===== config.mk =====
export PLATFORM = sky130hd
export DESIGN_NAME = uart_rx_9600
export DESIGN_NICKNAME = d
export VERILOG_FILES = /design/src/rtl/uart_rx_9600_pkg.sv /design/src/rtl/uart_baud_tick.sv /design/src/rtl/uart_rx_9600.sv
export SDC_FILE = /design/constraint.sdc
export NUM_CORES = 1
export LEC_CHECK = 0
export CAP_MARGIN = 15
export CORE_ASPECT_RATIO = 0.6
export CORE_MARGIN = 5
export CORE_UTILIZATION = 35
export CTS_CLUSTER_DIAMETER = 100
export DETAILED_ROUTE_END_ITERATION = 16
export DONT_BUFFER_PORTS = 1
export PLACE_DENSITY = 0.61
export SYNTH_ARGS = -nofsm -noshare
export SYNTH_HDL_FRONTEND = slang
export SYNTH_SLANG_ARGS = --single-unit

===== constraint.sdc =====
create_clock -name clk_in -period 6.2 [get_ports clk_in]
set_input_delay 1.55 -clock clk_in [delete_from_list [all_inputs] [get_ports clk_in]]
set_output_delay 1.55 -clock clk_in [all_outputs]
set_load 0.01 [all_outputs]

===== src/rtl/uart_rx_9600_pkg.sv =====
// ----------------------------------------------------------------------------
// uart_rx_9600_pkg
// Shared definitions for the 9600-baud serial link: receiver state encoding,
// default oversampling ratio, baud divider computation and the parity check.
// Also intended for the companion transmitter and the freq9600 block.
// ----------------------------------------------------------------------------
package uart_rx_9600_pkg;

   typedef enum logic [2:0] {
      ST_IDLE   = 3'd0,
      ST_START  = 3'd1,
      ST_DATA   = 3'd2,
      ST_PARITY = 3'd3,
      ST_STOP   = 3'd4,
      ST_BRK    = 3'd5
   } rx_state_t;

   localparam int OVERSAMPLE_DEFAULT = 16;

   // Clocks per oversample tick, integer-truncated.
   function automatic int calc_div(input int clk_freq, input int baud, input int oversample);
      return clk_freq / (baud * oversample);
   endfunction

   // Even parity over data plus parity bit: returns 1 when the check fails.
   function automatic logic even_parity_bad(input logic [7:0] data, input logic par);
      return ^{data, par};
   endfunction

endpackage


===== src/rtl/uart_baud_tick.sv =====
// ----------------------------------------------------------------------------
// uart_baud_tick
// Oversample tick generator: counts 0..DIV-1 and flags tick on DIV-1.
// Held at 0 while clr is high so the bit phase can be aligned to an event.
// Ports:
//   clk_in  in  system clock
//   rst     in  asynchronous reset, active high
//   clr     in  hold counter at 0
//   tick    out one-cycle pulse every DIV clocks
// ----------------------------------------------------------------------------
module uart_baud_tick #(
   parameter int DIV = 325
) (
   input  logic clk_in,
   input  logic rst,
   input  logic clr,
   output logic tick
);

   localparam int CW = (DIV > 1) ? $clog2(DIV) : 1;

   logic [CW-1:0] count;

   // Divider counter, wraps at DIV-1.
   always_ff @(posedge clk_in or posedge rst) begin
      if (rst) begin
         count <= '0;
      end else if (clr || (count == CW'(DIV - 1))) begin
         count <= '0;
      end else begin
         count <= count + CW'(1);
      end
   end

   assign tick = (count == CW'(DIV - 1));

endmodule


===== src/rtl/uart_rx_9600.sv =====
// ----------------------------------------------------------------------------
// uart_rx_9600
// 8N1 UART receiver with its own 16x oversampled baud enable. Delivers bytes
// over a valid/ready handshake and pulses frame_err / overrun / parity_err.
// Optional feature macro: UART_RX_PARITY_EN adds an even-parity bit between
// the data and stop bits (8E1); without it parity_err is constant 0.
// Ports:
//   clk_in      in   system clock
//   rst         in   asynchronous reset, active high
//   rx_in       in   serial line, idle high, asynchronous
//   rx_data     out  received byte, stable while rx_valid
//   rx_valid    out  byte available
//   rx_ready    in   consumer accepts (transfer on rx_valid & rx_ready)
//   frame_err   out  pulse: stop bit sampled low
//   overrun     out  pulse: byte completed while previous one unaccepted
//   parity_err  out  pulse: parity mismatch
// ----------------------------------------------------------------------------
module uart_rx_9600
   import uart_rx_9600_pkg::*;
#(
   parameter int CLK_FREQ   = 50_000_000,
   parameter int BAUD       = 9600,
   parameter int OVERSAMPLE = OVERSAMPLE_DEFAULT
) (
   input  logic       clk_in,
   input  logic       rst,
   input  logic       rx_in,
   output logic [7:0] rx_data,
   output logic       rx_valid,
   input  logic       rx_ready,
   output logic       frame_err,
   output logic       overrun,
   output logic       parity_err
);

   localparam int DIV = calc_div(CLK_FREQ, BAUD, OVERSAMPLE);
   localparam int SW  = $clog2(OVERSAMPLE);
   localparam logic [SW-1:0] SMP_HALF = SW'(OVERSAMPLE / 2 - 1);
   localparam logic [SW-1:0] SMP_LAST = SW'(OVERSAMPLE - 1);

   rx_state_t     state;
   logic          sync1;
   logic          rx_s;
   logic [SW-1:0] smp;
   logic [2:0]    bit_idx;
   logic [7:0]    shift;
   logic          tick;
   logic          par_ok;

   // Phase reference is the detected start edge: the divider sits at 0 in IDLE.
   uart_baud_tick #(.DIV(DIV)) u_tick (
      .clk_in (clk_in),
      .rst    (rst),
      .clr    (state == ST_IDLE),
      .tick   (tick)
   );

   // Two-flop synchroniser for the asynchronous line; idles high.
   always_ff @(posedge clk_in or posedge rst) begin
      if (rst) begin
         sync1 <= 1'b1;
         rx_s  <= 1'b1;
      end else begin
         sync1 <= rx_in;
         rx_s  <= sync1;
      end
   end

`ifdef UART_RX_PARITY_EN
   logic par_bad;
   assign par_ok = !par_bad;
`else
   assign par_ok = 1'b1;
`endif

   // Receive state machine with registered handshake and error outputs.
   always_ff @(posedge clk_in or posedge rst) begin
      if (rst) begin
         state      <= ST_IDLE;
         smp        <= '0;
         bit_idx    <= 3'd0;
         shift      <= 8'd0;
         rx_data    <= 8'd0;
         rx_valid   <= 1'b0;
         frame_err  <= 1'b0;
         overrun    <= 1'b0;
         parity_err <= 1'b0;
`ifdef UART_RX_PARITY_EN
         par_bad    <= 1'b0;
`endif
      end else begin
         frame_err  <= 1'b0;
         overrun    <= 1'b0;
         parity_err <= 1'b0;
         if (rx_valid && rx_ready) begin
            rx_valid <= 1'b0;
         end
         case (state)
            ST_IDLE: begin
               if (!rx_s) begin
                  state <= ST_START;
                  smp   <= '0;
               end
            end
            ST_START: begin
               if (tick) begin
                  if (smp == SMP_HALF) begin
                     smp <= '0;
                     if (rx_s) begin
                        state <= ST_IDLE;   // glitch, not a start bit
                     end else begin
                        state   <= ST_DATA;
                        bit_idx <= 3'd0;
                     end
                  end else begin
                     smp <= smp + SW'(1);
                  end
               end
            end
            ST_DATA: begin
               if (tick) begin
                  if (smp == SMP_LAST) begin
                     smp   <= '0;
                     shift <= {rx_s, shift[7:1]};
                     if (bit_idx == 3'd7) begin
`ifdef UART_RX_PARITY_EN
                        state <= ST_PARITY;
`else
                        state <= ST_STOP;
`endif
                     end else begin
                        bit_idx <= bit_idx + 3'd1;
                     end
                  end else begin
                     smp <= smp + SW'(1);
                  end
               end
            end
`ifdef UART_RX_PARITY_EN
            ST_PARITY: begin
               if (tick) begin
                  if (smp == SMP_LAST) begin
                     smp     <= '0;
                     par_bad <= even_parity_bad(shift, rx_s);
                     state   <= ST_STOP;
                  end else begin
                     smp <= smp + SW'(1);
                  end
               end
            end
`endif
            ST_STOP: begin
               if (tick) begin
                  if (smp == SMP_LAST) begin
                     smp <= '0;
`ifdef UART_RX_PARITY_EN
                     parity_err <= par_bad;
`endif
                     if (rx_s) begin
                        state <= ST_IDLE;
                        if (par_ok) begin
                           // An accept in this same cycle frees the slot.
                           if (!rx_valid || rx_ready) begin
                              rx_data  <= shift;
                              rx_valid <= 1'b1;
                           end else begin
                              overrun <= 1'b1;
                           end
                        end
                     end else begin
                        frame_err <= 1'b1;
                        state     <= ST_BRK;
                     end
                  end else begin
                     smp <= smp + SW'(1);
                  end
               end
            end
            ST_BRK: begin
               // Held-low line: one frame_err only, wait for idle.
               if (rx_s) begin
                  state <= ST_IDLE;
               end
            end
            default: begin
               state <= ST_IDLE;
            end
         endcase
      end
   end

endmodule


==> results of run 1 <==
## final cells by class
class	instances	area (um^2)	area share (%)
clock buffers	5	68.8	3.28
clock inverters	3	90.1	4.30
inverters	10	37.5	1.79
multi-input cells	109	806	38.4
flip-flops and latches	40	1000	47.9
well taps	66	82.6	3.94
repair buffers	1	7.51	0.358
## synth_stat cells (all sizes together)
cell    count
ha          5
nor3        3
nor4b       1
o21bai      1
o31ai       1
and3        2
mux2       20
conb        1
nand2b      3
clkbuf      1
mux2i       3
a211oi      2
o22ai       1
buf         5
o21a        1
inv        10
nand3       7
dfrtp      38
a32o        1
nor3b       2
nand2      11
nor4        1
or4         1
o21ai       6
a21boi      1
nor2       18
xor2        5
xnor2       4
and4b       2
dfstp       2
nor2b       3
a221oi      1
o211ai      2
## path summary, 6_finish.rpt
| check | to | from |
|---|---|---|
| worst max register to register | rx_data[3] | u_tick.count[0] |
| worst min-delay path | rx_s | sync1 |
| max in group asynchronous | rx_s | rst |
| min in group asynchronous | shift[4] | rst |
| worst max-delay path | rx_data[3] | u_tick.count[0] |
| worst min register to register | rx_s | sync1 |
## state kept, by name, summed over array words and instances, names as in the netlist
name          count
frame_err         1
state             3
smp               4
u_tick.count      9
shift             8
rx_valid          1
overrun           1
sync1             1
rx_s              1
rx_data           8
bit_idx           3
## per-layer routing
layer	part of all wire [%]	wire length, um
met2	44	1450
met4	1.4	46
met5	0	0
met1	50	1640
met3	4.9	162
## cell families after synthesis
group / count (synthesis) / synth area share, %
AOI/OAI and AO/OA: 17 / 6.11
xor gates and xnor gates: 9 / 4.19
adders and majority gates: 5 / 3.32
buffers and inverters: 16 / 3.92
DFF: 40 / 53.3
muxes: 23 / 13.6
other: 1 / 0.199
and+or+nand+nor: 54 / 15.4
## critical path, delay by kind of cell (launching register included)
kind | cells | cell delay [ns]
adder cells (fa/ha/maj) | 1 | 0.14
buffers and inverters | 1 | 0.08
flip-flops | 1 | 0.41
multiplexers | 1 | 0.39
AND/OR/NAND/NOR | 4 | 1.22
## power groups by stage
stage                     registers (uW)  logic, uW  clock network [uW]
after floorplan                      267       5.49                   0
after global placement               268       6.80                   0
after detailed placement             268       7.27                   0
after CTS                            263       7.32                 302
after global routing                 263       8.49                 310
final                                263       6.73                 294
## per-stage QoR
step / total power [uW] / instances
finish: 563 / 234
global route: 582 / 234
CTS: 572 / 234
detailed placement: 275 / 226
global placement: 275 / 226
floorplan: 273 / 165
==> reports/results.ini, run 1 <==
[run_status]
status = finished, final reports clean

[sta]
setup_viol = 0
max_freq_mhz = 424
worst_slew_pin_slew_ns = 1.10
min_period_over_period_pct = 38.0
max-slew-margin-rel_pct = 26.0
rsz0062_at_grt = false
worst_slack_ns = 3.84
finalHoldViolations = 0
fin_worst_skew_ns = 0.00719
holdWs_ns = 0.360
report.final.slew_viol_count = 0
min_period_ns = 2.36
final.setup.tns_ns = 0

[setup_path]
reg2reg_slack_ns = 3.84
crit_slowest_cell = or4_4
critPathArrivalTime_ns = 2.53
worstSetupStartpointType = flop
cp_cell_sequence = inv_1, ha_1, and4b_1, nand2_2, or4_4, nor2b_2, mux2_2
timing_worst_setup_path_type = reg2reg
cp_slowest_stage_delay_ns = 0.45
worstSetupEndpointType = flop
rr_worst_depth = 7
crit_fanout = 8
cp.required_ns = 6.38

[place]
placed_cell_area_um2 = 1940
preCtsSetupSlack_ns = 3.59
routabilityCongestion = 0.885
dpl.hpwl_mm = 2.34
io_buffer_count = 0

[floorplan]
dieWidth_um = 105
dieArea_um2 = 7000
die-height_um = 66.8
coreArea_um2 = 5130
initial_core_util_pct = 36.7
ioPinCount = 16
rows = 20

[route]
via_count = 1156
wire_per_inst_um = 14.1
routed_wl_mm = 3.29
drt-vias-per-instance = 4.94
drt_first_iter_violations = 32
drtAntennaViolNets = 0
dr.pass1.iters = 4
drc_errors = 0

[global_routing]
first_global_vias = 1205
track_usage_pct = 10.4
antenna_found_initial = 0
grt_max_degree = 41
met1_usage_pct = 13.0
met2_usage_pct = 16.6
grt_overflow_total = 0
grt.busiest_layer = met2
grt_util_met3_pct = 3.68
grt_pass1_wl_mm = 5.71

[synthesis]
synth_area_leaders = dfrtp_1 50%, mux2_2 12%, nor2_1 3.6%, ha_1 3.3%, dfstp_2 2.8%
netlist_instances = 165
ys_warn_count = 0
synth-seq-cells = 40
netlist_area_um2 = 1880
yosysTopAreaCell = dfrtp_1
netlist.area_leader.share_pct = 50.5
yosysSeqAreaShare_pct = 53.3
synth_cell_type_count = 38
syn_nets = 174
syn_area_per_cell_um2 = 11.4

[cells_and_area]
fin_nets = 176
nFillCells = 463
final_util_pct = 40.9
syn_to_final_growth_pct = 11.3
drive_above_1_share_pct = 20.8
diodes = 0
final_common_cell = dfrtp_1
final_area_um2 = 2100
final_cell_mix = 38 x dfrtp_1, 20 x mux2_2, 18 x nor2_1, 10 x inv_1, 10 x nand2_1

[power]
comb_power_share_pct = 1.2
switching_share_pct = 17.6
clockPowerShare_pct = 52.1
switching_power_uw = 99.0
cellPowerDensity_nw_per_um2 = 269
leakagePower_uw = 0.000983
p_seq_share_pct = 46.7
p_int_uw = 464
ir_drop_uv = 117

[clocking]
cts_tree = built
insertion_delay_ns = 0.29
clk_path_buf_depth = 2
numCtsBuffers = 5
cts-root-buf = clkbuf_8
clock_sinks = 40
cts_resized = 0
cts.reportedPaths.clkPinSlew_ns = 0.07
hold_buffers = 0
htree_levels = 2
cts_setup_buffers = 0

[hold_path]
hold-path-cell-count = 0
hold_class = reg2reg

[run]
max-cap-violations = 0

Note: power is estimated with default switching activity, not from simulation.
==> inputs of run 2 (changes only) <==
- PLACE_DENSITY: 0.61 -> 0.63
- clock period: 6.2 -> 2.1 ns (I/O delays scaled with it)
==> run 2 against run 1 <==
Against the previous run:
- via count grew 5.9%
- setup slack lost 3.8 ns
- total power grew to 2.6 times the previous value
- sequential share of layout area down 2.9 points
- count of clock-buffer cells in the layout did not move
- fmax up 13%
- die area unchanged
- combinational power rose to 3.0 times the previous value
- register-to-register slack worse by 3.8 ns
- first-iteration DRC count grew 84%
- worst hold slack worse by 0.14 ns
- largest power group is now registers
- non-clock buffer count grew 20
==> reports/results.ini, run 2 (synthesis gave the netlist of run 1 again) <==
[run_status]
status = finished, final reports clean

[setup_path]
rr_startpoint = u_tick.count[0]
cp.required_ns = 2.29
worstSetupStartpointType = flop
crit_fanout = 8
timing_worst_setup_path_type = reg2reg
rr_worst_depth = 8
reg2reg_slack_ns = 0.02
r2r_end = rx_data[6]
worstSetupEndpointType = flop
critPathArrivalTime_ns = 2.27

[power]
leakagePower_uw = 0.00107
cellPowerDensity_nw_per_um2 = 647
ir_drop_uv = 333

[place]
dpl.cell_count = 243
io_buffer_count = 0
routabilityCongestion = 0.829
dpl.hpwl_mm = 2.42

[route]
drt_first_iter_violations = 59
dr.pass1.iters = 4
drt-vias-per-instance = 4.82
wire_per_inst_um = 13.5
drtAntennaViolNets = 0
via_count = 1224
drc_errors = 0
routed_wl_mm = 3.43

[cells_and_area]
regMostFlops = u_tick.count
largest_reg_flops = 9
fin_nets = 196
syn_to_final_growth_pct = 18.4
final_cell_count_no_fill = 254
drive_above_1_share_pct = 30.9
final_common_cell = dfrtp_1
diodes = 0
top_regs = u_tick.count: 9 flops, rx_data: 8 flops, shift: 8 flops
final_cell_mix = 38 x dfrtp_1, 20 x mux2_2, 19 x buf_4, 18 x nor2_1, 10 x nand2_1

[hold_path]
hold_class = in2reg
hold_end = sync1
hp-start = rx_in
hold-path-cell-count = 0

[clocking]
insertion_delay_ns = 0.29
cts-root-buf = clkbuf_8
numCtsBuffers = 5
cts_tree = built
clk_path_buf_depth = 2
clock_sinks = 40
htree_levels = 2
cts.reportedPaths.clkPinSlew_ns = 0.09
hold_buffers = 0

[sta]
max_freq_mhz = 481
min_period_ns = 2.08
fin_worst_skew_ns = 0.00718
rsz0062_at_grt = true
min_period_over_period_pct = 99.0
report.final.slew_viol_count = 0
worst_slew_pin_slew_ns = 0.505
holdWs_ns = 0.221
finalHoldViolations = 0
setup_viol = 0
max-slew-margin-rel_pct = 66.3

[floorplan]
dieWidth_um = 105
die-height_um = 66.8
rows = 20
dieArea_um2 = 7000
ioPinCount = 16
coreArea_um2 = 5130
initial_core_util_pct = 36.7

[global_routing]
track_usage_pct = 10.8
grt_max_degree = 41
grt_pass1_wl_mm = 5.89
first_global_vias = 1149
antenna_found_initial = 0
grt_overflow_total = 0

[run]
max-cap-violations = 0

==> run 2: per-stage QoR <==
step	setup slack [ns]	util, %	instance area, um^2	power [uW]	TNS, ns
floorplan	0.0711	-	1880	806	0
global placement	0.0566	40.5	2080	812	0
detailed placement	0.00535	40.5	2080	812	0
CTS	0.00762	42.8	2200	1470	0
global route	-0.0562	43.5	2230	1510	-0.400
finish	0.0220	43.5	2230	1440	0
==> run 2: worst max-delay path, stage by stage (launching register included) <==
cell and delay, ns:
dfrtp_1 0.40, inv_2 0.09, ha_4 0.13, and4b_1 0.21, nand2_2 0.08, or4_4 0.46, nor2b_4 0.15, buf_12 0.13
mux2_2 0.33
==> run 2: layer usage <==
metal  vias up  wire length, um  global-route usage [%]
li1        608                -                       -
met1       595             1820                    16.2
met2        19             1360                    13.3
met3         2              233                    5.03
met4         0               14                    2.87
met5         -                0                       0
==> run 2: timing repair <==
| item | 4_1_cts | 5_1_grt |
|---|---|---|
| pin swaps | 0 | 0 |
| endpoints found under the setup margin | 8 | 8 |
| resized for setup | 1 | 4 |
| buffers inserted | 0 | 2 |
==> run 2: how the worst max path moves through the flow <==
stage,startpoint,end,slack [ns]
after floorplan,u_tick.count[0],rx_data[0],0.07
after global placement,u_tick.count[0],rx_data[0],0.06
after detailed placement,u_tick.count[0],rx_data[6],0.005
after CTS,u_tick.count[0],rx_data[0],0.008
after global routing,u_tick.count[0],rx_data[1],-0.06
final,u_tick.count[0],rx_data[6],0.02
==> run 2: area by class of cell <==
class / count / area, um^2
Clock buffer: 5 / 68.8
Clock inverter: 3 / 46.3
Fill cell: 469 / 2900
Inverter: 10 / 37.5
Multi-Input combinational cell: 109 / 823
Sequential cell: 40 / 1000
Tap cell: 66 / 82.6
Timing Repair Buffer: 21 / 168
==> run 2: report_power, final <==
group,total (uW),internal [uW],switching (uW)
clock network,648,358,290
logic,20.2,2.62,17.6
registers,775,773,2.36
==> inputs of run 3 (changes only) <==
- CTS_CLUSTER_DIAMETER: 100 -> 30
==> results of run 3 <==
Final layout, timing and power as in run 2 (identical DEF).
